<file path="config.mk">
export PLATFORM = sky130hd
export DESIGN_NAME = gpio_seg7_display
export DESIGN_NICKNAME = d
export VERILOG_FILES = /design/src/rtl/seg7_pkg.sv /design/src/rtl/hex_to_seg7.sv /design/src/rtl/gpio_seg7_display.sv
export SDC_FILE = /design/constraint.sdc
export NUM_CORES = 1
export LEC_CHECK = 0
export CAP_MARGIN = 10
export CORE_ASPECT_RATIO = 0.75
export CORE_MARGIN = 3
export CORE_UTILIZATION = 45
export DETAILED_ROUTE_END_ITERATION = 8
export GPL_TIMING_DRIVEN = 0
export PLACE_DENSITY = 0.75
export SYNTH_ARGS = -nofsm -noshare
export SYNTH_HDL_FRONTEND = slang
export SYNTH_HIERARCHICAL = 1
export SYNTH_SLANG_ARGS = --single-unit
</file>
<file path="constraint.sdc">
create_clock -name clk -period 6.28 [get_ports clk]
set_input_delay 0.942 -clock clk [delete_from_list [all_inputs] [get_ports clk]]
set_output_delay 0.942 -clock clk [all_outputs]
set_load 0.03 [all_outputs]
</file>
<file path="src/rtl/seg7_pkg.sv">
// Shared constants for the 7-segment display path: active-low glyphs,
// blank/off patterns and the digit-index type.
package seg7_pkg;

    // Segment order is {g,f,e,d,c,b,a}, active-low. Entry n is the glyph for hex n.
    localparam logic [15:0][6:0] SEG_GLYPHS = {
        7'h0E, 7'h06, 7'h21, 7'h46,   // F E d C
        7'h03, 7'h08, 7'h10, 7'h00,   // b A 9 8
        7'h78, 7'h02, 7'h12, 7'h19,   // 7 6 5 4
        7'h30, 7'h24, 7'h79, 7'h40    // 3 2 1 0
    };

    localparam logic [6:0] SEG_BLANK = 7'h7F;
    localparam logic [7:0] AN_OFF    = 8'hFF;

    typedef logic [2:0] digit_idx_t;

endpackage

</file>
<file path="src/rtl/hex_to_seg7.sv">
// Combinational hex nibble to active-low 7-segment glyph decoder.
module hex_to_seg7
    import seg7_pkg::*;
(
    input  logic [3:0] nibble_i,
    output logic [6:0] seg_o
);

    assign seg_o = SEG_GLYPHS[nibble_i];

endmodule

</file>
<file path="src/rtl/gpio_seg7_display.sv">
// Captures the 32-bit GPIO result word and scans it as 8 hex digits on a
// multiplexed common-anode 7-segment display. Each digit stays lit for
// REFRESH_DIV clocks; all outputs are registered.
// Optional build macro SEG7_BLANK_LEADING_ZEROS_EN: digits above the highest
// nonzero nibble are blanked (digit 0 always shows).
module gpio_seg7_display
    import seg7_pkg::*;
#(
    parameter int REFRESH_DIV = 100000,
    parameter int DIGITS      = 8
)
(
    input  logic              clk,
    input  logic              rst,
    input  logic [31:0]       datos_in,
    input  logic              valid_in,
    output logic [DIGITS-1:0] an,
    output logic [6:0]        seg,
    output logic              dp,
    output logic              captured
);

    localparam int             PW         = (REFRESH_DIV > 1) ? $clog2(REFRESH_DIV) : 1;
    localparam logic [PW-1:0]  PRESC_TERM = PW'(REFRESH_DIV - 1);

    logic [31:0]       value_q, value_d;
    logic              captured_q, captured_d;
    logic [PW-1:0]     presc_q, presc_d;
    digit_idx_t        idx_q, idx_d;
    logic [DIGITS-1:0] an_q, an_d;
    logic [6:0]        seg_q, seg_d;

    logic              tick;
    logic [3:0]        nibble;
    logic [6:0]        glyph;
    logic              lead_blank;

    // Nibble shown by the digit currently being scanned.
    assign nibble = value_q[{idx_q, 2'b00} +: 4];

    hex_to_seg7 u_dec (
        .nibble_i (nibble),
        .seg_o    (glyph)
    );

`ifdef SEG7_BLANK_LEADING_ZEROS_EN
    // A digit is a leading zero when it and every more significant nibble is 0.
    logic [31:0] upper;
    assign upper      = value_q >> {idx_q, 2'b00};
    assign lead_blank = (idx_q != '0) && (upper == '0);
`else
    assign lead_blank = 1'b0;
`endif

    // Capture, prescaler, scan index and next output pattern.
    always_comb begin
        tick       = (presc_q == PRESC_TERM);
        presc_d    = tick ? '0 : presc_q + PW'(1);
        idx_d      = tick ? idx_q + 3'd1 : idx_q;
        value_d    = valid_in ? datos_in : value_q;
        captured_d = captured_q | valid_in;
        an_d       = ~(DIGITS'(1) << idx_q);
        seg_d      = lead_blank ? SEG_BLANK : glyph;
    end

    // State and output registers; reset blanks the display and clears the capture.
    always_ff @(posedge clk) begin
        if (rst) begin
            value_q    <= '0;
            captured_q <= 1'b0;
            presc_q    <= '0;
            idx_q      <= '0;
            an_q       <= DIGITS'(AN_OFF);
            seg_q      <= SEG_BLANK;
        end else begin
            value_q    <= value_d;
            captured_q <= captured_d;
            presc_q    <= presc_d;
            idx_q      <= idx_d;
            an_q       <= an_d;
            seg_q      <= seg_d;
        end
    end

    assign an       = an_q;
    assign seg      = seg_q;
    assign dp       = 1'b1;
    assign captured = captured_q;

endmodule

</file>
==> reports/metrics.csv <==
metric,value,unit
syn_area,3020,µm²
yosys_warnings,6,
power,884,µW
ys_types,34,
hold_path_class,flip-flop to flip-flop,
vias_per_cell,5.04,
dp_hpwl,4.66,mm
grt-ovfl-total,0,
grt_util_all_layers,17.2,%
outcome,completed,
clkLatencyLatePin,340,ps
async_flop_share,0,%
cts_max_level,3,
die_x,101,µm
crit-reg2reg-launch,idx_q[1]$_SDFFE_PP0N_,
path_class,flip-flop to flip-flop,
crit_fanout,10,
grt_max_degree,12,
cts_sinks,68,
rsz0062_at_grt,false,
syn-instance-count,303,
reg2reg_to,seg[3]$_SDFF_PP1_,
first_pass_iters,4,
ir_drop,0.106,mV
fmax,0.357,GHz
critPathArrivalTime,3030,ps
cap_violations,0,
grt_pass1_vias,2264,
routedWlPerCell,13.9,µm
max_stage_delay,480,ps
path_clk_slew,70,ps
ctsResizeCount,0,
critPathCaptureType,flip-flop,
maxSlewHeadroom,60.4,%
synth_edf_count,0,
core,6410,µm²
final_common_cell,dfxtp_1,
drc,0,
cts_buffer_depth,2,
start_util,47.0,%
period_needed,2800,ps
cp-startpoint,idx_q[1]$_SDFFE_PP0N_,
areaGrowthSynthToFinish,25.5,%
syn_avg_cell_area,9.96,µm²
r2r_slack,3480,ps
antenna_found_initial,0,
p_leak,1.52,nW
reg2reg_depth,9,
vias,2257,
crit_path_start_kind,flip-flop,
crit_chain,clkbuf_1 -> mux4_2 -> nand2_1 -> nand2_1 -> inv_1 -> ha_1 -> inv_1 -> mux4_1 -> or2_2,
placement.io_buffers,49,
ys_ff_latch,68,
wl,6.23,mm
gp_congestion,0.875,
fin_setup_tns,0,ps
final_cell_mix,"dfxtp_1 (68), nor2_1 (62), clkdlybuf4s50_1 (49)",
die-area,7730,µm²
setup_viol,0,
root_buffer,clkbuf_8,
fin_skew,6.15,ps
grt_pass1_wl,10.4,mm
drive_gt1_share,11.7,%
tightest_slew,594,ps
cellPowerDensity,234,nW/µm²
nNetsFinal,412,
hold_path_depth,1,
drtAntennaViolNets,0,
num_antenna_cells,0,
io_pins,52,
drv_slew,0,
min_period_over_period,44.5,%
drt-initial-drc-count,84,
worstHoldStart,presc_q[0]$_SDFF_PP0_,
cts_setup_buffers,0,
numCtsBuffers,9,
cts-hold-fix-buffers,0,
synth_seq_area_share,45.1,%
hold_violations,0,
ys.flop_type,dfxtp_1,
crit_slowest_cell,clkbuf_1,
worstHoldEndpoint,presc_q[0]$_SDFF_PP0_,
required,6510,ps
die_y,76.9,µm
cts_tree,yes,
fp-row-count,25,
synth_nets,352,
## Yosys cell counts (all sizes together) (3+ instances only)
| cell type | number | share of area [%] |
|---|---|---|
| dfxtp | 68 | 45 |
| nor2 | 62 | 7.7 |
| mux2i | 36 | 12 |
| nand2 | 24 | 3.0 |
| ha | 14 | 5.8 |
| xnor2 | 13 | 3.8 |
| mux4 | 9 | 6.8 |
| buf | 8 | 1.8 |
| inv | 8 | 1.0 |
| clkbuf | 7 | 0.87 |
| nand3 | 7 | 1.2 |
| or2 | 7 | 1.5 |
| nor4 | 6 | 1.2 |
| nand4 | 5 | 1.0 |
| nor3 | 4 | 0.66 |
| o21ai | 4 | 0.66 |
| a21oi | 3 | 0.50 |
## state kept, by name, indices dropped and copies added (netlist names)
name / cells
idx_q: 3
presc_q: 17
seg: 7
an: 8
value_q: 32
captured: 1
## cell families after synthesis
family                   count (synthesis)  share of synthesized area [%]
AND/OR/NAND/NOR                        124                           18.7
flip-flops                              68                           45.1
multiplexers                            47                           19.5
buffers and inverters                   23                           3.69
XOR/XNOR                                15                           4.36
adder cells (fa/ha/maj)                 14                           5.81
AO/OA/AOI/OAI                           11                           2.70
other                                    1                          0.124
## power breakdown
part	switching (mW)	leakage [nW]	internal (mW)	total, mW
clock	0.157	0.0872	0.161	0.318
sequential	0.00867	0.558	0.450	0.459
combinational	0.0499	0.872	0.0578	0.108
total	0.216	1.52	0.669	0.884
## critical path: cells and delay by family, from the launching register on
| family | cells | cell delay, ps |
|---|---|---|
| mux | 2 | 800 |
| buf+inv | 3 | 670 |
| simple gates | 3 | 540 |
| flops | 1 | 350 |
| fa+ha+maj | 1 | 320 |
## how the worst max path moves through the flow
| stage | end | depth (start not counted) |
|---|---|---|
| after floorplan | seg[3]$_SDFF_PP1_ | 9 |
| after global placement | seg[3]$_SDFF_PP1_ | 9 |
| after detailed placement | seg[3]$_SDFF_PP1_ | 9 |
| after global routing | seg[3]$_SDFF_PP1_ | 9 |
| final | seg[3]$_SDFF_PP1_ | 9 |
| after CTS | seg[3]$_SDFF_PP1_ | 9 |
## stage by stage
step	worst slack (ps)	hold WS [ps]	instance area, µm²	cells	util [%]
2_1_floorplan	3810	417	3020	303	-
3_3_place_gp	3550	430	3610	433	56.3
3_5_place_dp	3530	443	3610	433	56.3
4_1_cts	3490	452	3780	448	59.0
5_1_grt	3330	481	3780	448	59.0
6_report	3480	446	3780	448	59.0
## area by class of cell
cell class	count	area [µm²]
fill	548	2630
sequential	68	1360
clock buffer	11	151
multi-input combinational	212	1540
buffer	15	81.3
timing repair buffer	49	490
inverter	8	30.0
clock inverter	4	25.0
tap	81	101
## layer usage
layer	up-vias	track usage, %	share of wire (%)
met5	-	0	0
met4	0	6.86	1.5
met3	9	5.45	5.0
met2	59	27.3	46
met1	1043	21.7	48
li1	1146	-	-
Power figures use the tool's default switching activity.
